$ cat src/rtl/jt49_dcout.sv
// jt49_dcout: decimate the PSG mix by 2^DECW, strip DC with an exponential
// averager, and present a signed left-justified sample over valid/ready.
module jt49_dcout #(
  parameter int DW    = 10,
  parameter int DECW  = 2,
  parameter int SHIFT = 8,
  parameter int OW    = 16
) (
  input  logic          clk,
  input  logic          rst_n,
  input  logic [DW-1:0] din,
  input  logic          din_stb,
  output logic [OW-1:0] dout,
  output logic          dout_vld,
  input  logic          dout_rdy,
  output logic          overrun
);
  localparam int DEC = 1 << DECW;
  localparam int SW  = DW + DECW;       // decimated sum width
  localparam int AW  = SW + SHIFT;      // averager state width (avg * 2^SHIFT)
  localparam int YW  = SW + 1;          // signed DC-removed width

  logic [SW-1:0]   sum;
  logic [DECW-1:0] cnt;
  logic [SW-1:0]   s;
  logic            s_vld;
  logic [AW-1:0]   acc;
  logic            first;
  logic [SW-1:0]   avg;
  logic [YW-1:0]   y;
  logic [SW-1:0]   sum_in;

  assign sum_in = sum + {{DECW{1'b0}}, din};
  assign avg    = acc[AW-1:SHIFT];

  // Box decimator: accumulate DEC strobes, hand the block sum to stage 2.
  always_ff @(posedge clk or negedge rst_n) begin
    if (!rst_n) begin
      sum   <= '0;
      cnt   <= '0;
      s     <= '0;
      s_vld <= 1'b0;
    end else begin
      s_vld <= 1'b0;
      if (din_stb) begin
        cnt <= cnt + 1'b1;
        if (cnt == DECW'(DEC - 1)) begin
          s     <= sum_in;
          s_vld <= 1'b1;
          sum   <= '0;
        end else begin
          sum <= sum_in;
        end
      end
    end
  end

  // DC-removed sample from the old average; zero on the preload block.
  always_comb begin
    y = '0;
    if (!first) y = {1'b0, s} - {1'b0, avg};
  end

  // Averager: preload on the first block so there is no startup transient.
  always_ff @(posedge clk or negedge rst_n) begin
    if (!rst_n) begin
      acc   <= '0;
      first <= 1'b1;
    end else if (s_vld) begin
      if (first) begin
        acc   <= {s, {SHIFT{1'b0}}};
        first <= 1'b0;
      end else begin
        acc <= acc + {{SHIFT{1'b0}}, s} - {{SHIFT{1'b0}}, avg};
      end
    end
  end

  // Output holding register: newest sample wins, unconsumed overwrite is sticky.
  always_ff @(posedge clk or negedge rst_n) begin
    if (!rst_n) begin
      dout     <= '0;
      dout_vld <= 1'b0;
      overrun  <= 1'b0;
    end else if (s_vld) begin
      dout     <= OW'(y) << (OW - YW);
      dout_vld <= 1'b1;
      if (dout_vld && !dout_rdy) overrun <= 1'b1;
    end else if (dout_vld && dout_rdy) begin
      dout_vld <= 1'b0;
    end
  end

endmodule

$ cat config.mk
export PLATFORM = sky130hd
export DESIGN_NAME = jt49_dcout
export DESIGN_NICKNAME = d
export VERILOG_FILES = /design/src/rtl/jt49_dcout.sv
export SDC_FILE = /design/constraint.sdc
export NUM_CORES = 1
export LEC_CHECK = 0
export ABC_CLOCK_PERIOD_IN_PS = 3620
export CAP_MARGIN = 20
export CORE_MARGIN = 2
export CORE_UTILIZATION = 51
export DETAILED_ROUTE_END_ITERATION = 12
export PLACE_DENSITY_LB_ADDON = 0.15
export SYNTH_ARGS = -nofsm -noshare
export SYNTH_HDL_FRONTEND = slang
export SYNTH_SLANG_ARGS = --single-unit
$ cat constraint.sdc
create_clock -name clk -period 3.62 [get_ports clk]
set_clock_uncertainty 0.2 [all_clocks]
set_input_delay 0.362 -clock clk [delete_from_list [all_inputs] [get_ports clk]]
set_output_delay 0.362 -clock clk [all_outputs]
set_load 0.1 [all_outputs]
==> results of run 1 <==
## worst max path at each step
stage / startpoint / to / depth (start not counted) / slack [ps]
2_1_floorplan: s[1] / acc[15] / 12 / 490
3_3_place_gp: s[1] / acc[15] / 12 / 330
3_5_place_dp: s[1] / acc[15] / 12 / 220
4_1_cts: s[1] / acc[15] / 12 / 160
5_1_grt: s[8] / acc[19] / 12 / 4
6_report: s[8] / acc[19] / 12 / 210
## area by class of cell
cell class                      count  share of cell area, %
Tap cell                          108                   2.56
Timing Repair Buffer               40                   6.98
Clock buffer                       11                   2.49
Inverter                           85                   6.05
Sequential cell                    63                   29.9
Multi-Input combinational cell    356                   50.9
Clock inverter                      5                   1.12
## sequential cells by signal, summed over array words and instances (netlist names)
| register | flops |
|---|---|
| acc | 20 |
| cnt | 2 |
| dout | 13 |
| dout_vld | 1 |
| first | 1 |
| overrun | 1 |
| s | 12 |
| s_vld | 1 |
| sum | 12 |
## placed cells by master (no fill, tap or decap), types with 3 or more instances in the layout
cell	instances
ha_1	43
o31ai_1	5
o211ai_1	3
a211oi_1	6
xor2_1	14
o21a_1	7
inv_1	85
a21o_1	12
o22ai_1	9
o211a_1	4
buf_4	11
a31o_2	3
nor2b_1	6
conb_1	3
o2bb2ai_1	8
nand2b_1	3
nand2_1	39
o32ai_1	5
a21boi_0	3
nor3b_1	4
clkbuf_8	9
and3_1	4
dfrtp_1	62
o21ai_0	37
nor3_1	11
nand3_1	8
fa_1	14
a221oi_1	3
nor2_1	17
a21oi_1	36
or3_1	7
clkdlybuf4s50_1	27
xnor2_1	13
## routing by layer
metal	part of all wire, %	wire length (um)	global-route usage, %
met1	46	4970	31.7
met2	49	5280	39.2
met3	3.5	381	4.29
met4	2.0	222	8.11
met5	0	0	0
## metrics by stage
step	util (%)	setup WS [ps]	instance area (um^2)	std cells	hold WS (ps)
after floorplan	-	491	4650	522	-134
after global placement	57.8	332	5070	651	76.3
after detailed placement	57.8	220	5070	651	77.8
after CTS	60.1	164	5270	668	230
after global routing	60.2	3.81	5270	668	263
final	60.2	214	5270	668	236
## cell usage after synthesis (2+ instances only)
library cell / instances
a31oi_1: 2
a31o_2: 3
ha_1: 43
xor2_1: 14
mux2i_1: 2
o22ai_1: 9
o21a_1: 7
o311a_1: 2
a21oi_1: 36
nor3_1: 11
and2_1: 2
xnor2_1: 13
inv_1: 85
nor2b_1: 6
nand3_1: 8
clkbuf_1: 14
nor2_1: 17
buf_4: 3
nor3b_1: 4
o211a_1: 4
and3_1: 4
dfrtp_1: 62
or4_1: 2
o2bb2ai_1: 8
o211ai_1: 3
nand2b_1: 3
o21ai_0: 37
fa_1: 14
o31ai_1: 5
a221oi_1: 3
o32ai_1: 5
nand3b_1: 2
nand2_1: 39
or3_1: 7
a211oi_1: 7
a21boi_0: 3
a21o_1: 12
## kinds of logic (layout without fill, tap and decap cells)
family / after synthesis / in the layout / share of synthesized area (%)
compound gates: 157 / 157 / 22.3
simple gates: 109 / 109 / 11.7
buf+inv: 103 / 141 / 8.59
flops: 63 / 63 / 34.0
fa+ha+maj: 57 / 57 / 17.6
xor+xnor: 27 / 27 / 5.09
mux: 3 / 3 / 0.673
other cells: 1 / 3 / 0.0807
## critical path, cell delays in order, from the launching register on
cell and delay [ps]:
dfrtp_1 400, inv_1 110, fa_1 550, inv_1 40, ha_1 360, nand3_1 140, nor3b_1 330, a21oi_1 120
a211oi_1 370, o31ai_1 160, xnor2_1 210, mux2i_1 200, o211ai_1 100
## timing repair
| item | 4_1_cts | 5_1_grt |
|---|---|---|
| resized for setup | 0 | 1 |
| setup endpoints to repair | 0 | 1 |
| hold buffers | 1 | 0 |
| endpoints found under the hold margin | 12 | 0 |
| buffers inserted | 0 | 0 |
==> results.cfg, run 1 <==
[logic_synthesis]
synthesis.yosys.warnings = 0
synth-edff-count = 0
ys_seq_elements = 63
dominantRegCellSynth = dfrtp_1
synth.area.top_cells = dfrtp_1 (33%), ha_1 (12%), inv_1 (6.9%)
synth.yosys.seq_area_share_pct = 34.0
post_synth_inst_count = 520
post_synth_instance_area_um2 = 4650
post-synth-top-area-cell = dfrtp_1
synth_top_area_share_pct = 33.4
synth_async_sr_flop_share_pct = 100
syn_avg_cell_area_um2 = 8.93
yosysUniqueCellTypes = 56

[die]
start_util_pct = 53.0
coreArea_um2 = 8760
floorplan.die_area_um2 = 9890
core.rowCount = 34
die_height_um = 99.4
floorplan.io_pins = 32
die_w_um = 99.4

[layout]
finish.net_count = 626
multi_input_area_um2 = 2680
syn2layout_area_growth_pct = 13.5
regArea_um2 = 1580
antennaDiodeCount = 0
n_fill_cell = 791
final_layout_size_suffix_gt1_share_pct = 6.96

[grt]
grt.total_usage_pct = 23.8
first_global_vias = 3807
globalRouteOverflowTotal = 0
grt_start_max_net_pins = 33
grt_first_pass_wirelength_mm = 18.4
antenna_found_initial = 0

[drt]
drt-total-wl_mm = 10.9
drtIter0Drc = 176
final_antenna_net_count = 0
dr_total_vias = 3764
post-route-drc-count = 0
vias_per_cell = 5.63
routed_wire_length_per_instance_um = 16.3
detailedRoute.firstPassIterationCount = 4

[cts]
tritoncts = done
numCtsBuffers = 9
cts_num_sinks = 63
clk-insertion-delay-late_ps = 350
cts.path.max_buffers = 2
reg_clk_slew_reported_paths_ps = 80
clock-root-buffer = clkbuf_8
cts_max_level = 3

[setup_path]
r2r_setup_slack_ps = 210
r2r-end = acc[19]
worst-endpoint-required_ps = 3640
crit_path_max_fo = 6
critPathCaptureType = flip-flop
worst-setup-path-type = reg -> reg
r2r_start = s[8]
crit_arrival_ps = 3420
startpoint_type = flip-flop
reg2reg_depth = 12

[run]
number_of_maximum_capacitance_violations = 0

[timing]
final_period_minus_worst_setup_slack_ps = 3410
rsz0062_at_grt = false
tightest_slew_ps = 976
timing.final.crit_share_pct = 94.1
setup-tns-final_ps = 0
final-max-slew-violation-count = 0
max-slew-margin-rel_pct = 34.7
achievable-frequency_mhz = 294
final-hold-violation-count = 0
finalSetupViolCount = 0

[place]
gp_congestion = 0.913
numPortBuffers = 28
detailed_place_hpwl_mm = 8.38

[worst_hold_path]
hold_path_class = in -> async

[status]
status = complete, no violations
Power of run 1 is left out: the tool's default activity adds up to more than one toggle a clock period on the data nets, which glitch-free logic cannot reach.
==> run 2: changes to the inputs <==
- CORE_UTILIZATION: 51 -> 53
==> run 2 against run 1 <==
Effect of this change: core utilization grew 2.1 points; wire length shrank 1.6%; worst setup slack gained 38 ps; first-iteration DRC count shrank 7.4%; design area grew 1.4%; count of clock-buffer cells in the layout grew 1; non-clock buffer count is the same; hold slack lost 46 ps; flip-flop and latch count is the same; die area shrank 3.6%; critical path type unchanged; critical path depth is the same; critical endpoint is now acc[14]; global-route usage shrank 0.10 points.
==> results.cfg, run 2 (synthesis gave the netlist of run 1 again) <==
[setup_path]
crit_arrival_ps = 3380
reg2reg_depth = 12
crit_path_max_incr_delay_ps = 530
r2r_setup_slack_ps = 250
cpLargestDelayFamily = compound AO/OA/AOI/OAI gates
crit_path_cell_trace = inv_1, fa_1, inv_1, ha_1, nor2b_4, o31a_1, o31ai_2, a31oi_2, a21bo_2, a21oi_1, xor2_1, o21ai_0
worst-setup-path-type = reg -> reg
critPathCaptureType = flip-flop
critical_path_buf_inv_count = 2
cpMaxStageDelayCell = fa_1
r2r-end = acc[14]
r2r_start = s[2]
startpoint_type = flip-flop
worst-endpoint-required_ps = 3630
crit_path_max_fo = 4
cp_common_cell = inv_1

[die]
floorplan.io_pins = 32
die_height_um = 97.6
coreArea_um2 = 8590
floorplan.die_area_um2 = 9530
start_util_pct = 54.1
core.rowCount = 34
die_w_um = 97.6

[timing]
timing.final.crit_share_pct = 93.0
max-slew-margin-rel_pct = 33.4
achievable-frequency_mhz = 297
final_period_minus_worst_setup_slack_ps = 3370
post_route_hold_slack_ps = 189
final-hold-violation-count = 0
final-max-slew-violation-count = 0
tightest_slew_ps = 996
setup-tns-final_ps = 0
finalSetupViolCount = 0

[cts]
cts.path.max_buffers = 2
cts_num_sinks = 63
cts_max_level = 3
clock-root-buffer = clkbuf_8
tritoncts = done
reg_clk_slew_reported_paths_ps = 80
clk-insertion-delay-late_ps = 340
numCtsBuffers = 9

[place]
numPortBuffers = 28
detailed_place_hpwl_mm = 7.97
gp_congestion = 0.878
placed_cells = 650

[layout]
regArea_um2 = 1580
post-route-util_pct = 62.2
syn2layout_area_growth_pct = 15.1
layout_commonest_cell = inv_1
multi_input_area_um2 = 2690
n_fill_cell = 732
antennaDiodeCount = 0
registers.top_by_ff_count = acc
max_ffs_per_register = 20
final_layout_size_suffix_gt1_share_pct = 7.68
biggestRegsByFlops = acc (20), dout (13)
finish.net_count = 626
finalNonFillerCells = 668
mostFrequentLayoutCells = inv_1 (85), dfrtp_1 (62), ha_1 (43), nand2_1 (39), o21ai_0 (37)

[status]
status = complete, no violations

[drt]
routed_wire_length_per_instance_um = 16.0
dr_total_vias = 3762
drtIter0Drc = 163
vias_per_cell = 5.63
detailedRoute.firstPassIterationCount = 5
post-route-drc-count = 0
drt-total-wl_mm = 10.7
final_antenna_net_count = 0

[grt]
grt.total_usage_pct = 23.7
first_global_vias = 3778
globalRouteOverflowTotal = 0
grt_start_max_net_pins = 44
antenna_found_initial = 0
grt_first_pass_wirelength_mm = 18.2

[run]
number_of_maximum_capacitance_violations = 0

[worst_hold_path]
hold_path_class = in -> async
## run 2: cell types whose count changed in the layout (fill, tap and decap cells not counted)
cell	change
nor3b_1	-1
bufinv_16	+1
clkbuf_1	-2
clkbuf_8	+3
buf_4	-1
a211oi_1	-1
clkinv_2	-1
a211oi_2	+1
buf_12	+1
clkinvlp_4	-1
nor3b_2	+1
## run 2: final cells by class
| cell class | instances | share of cell area [%] |
|---|---|---|
| Sequential cell | 63 | 29.5 |
| Timing Repair Buffer | 40 | 7.12 |
| Clock buffer | 12 | 3.09 |
| Clock inverter | 4 | 1.43 |
| Multi-Input combinational cell | 356 | 50.4 |
| Tap cell | 108 | 2.53 |
| Inverter | 85 | 5.97 |
## run 2: worst max-delay path by stage
| stage | start | end | slack [ps] | cells after the start |
|---|---|---|---|---|
| after floorplan | s[1] | acc[15] | 490 | 12 |
| after global routing | s[1] | acc[19] | -40 | 12 |
| after detailed placement | s[1] | acc[15] | 240 | 12 |
| after global placement | s[1] | acc[15] | 320 | 12 |
| final | s[2] | acc[14] | 250 | 12 |
| after CTS | s[1] | acc[15] | 200 | 12 |
## run 2: what timing repair did
item | 4_1_cts | 5_1_grt
buffers inserted | 0 | 0
resized for setup | 0 | 3
hold endpoints to repair | 0 | 52
hold buffers | 0 | 1
endpoints found under the setup margin | 0 | 2
## run 2: layer usage
metal / up-vias / GRT usage [%] / wire length, um
met5: - / 0 / 0
met4: 0 / 6.73 / 148
met3: 14 / 3.74 / 406
met2: 80 / 39.7 / 5250
met1: 1812 / 31.9 / 4880
li1: 1856 / - / -
## run 2: metrics by stage
| stage | area (um^2) | setup WS (ps) |
|---|---|---|
| floorplan | 4650 | 491 |
| global placement | 5060 | 318 |
| detailed placement | 5060 | 240 |
| CTS | 5300 | 199 |
| global route | 5350 | -38.3 |
| finish | 5350 | 252 |
Power of run 2 is left out for the same reason.
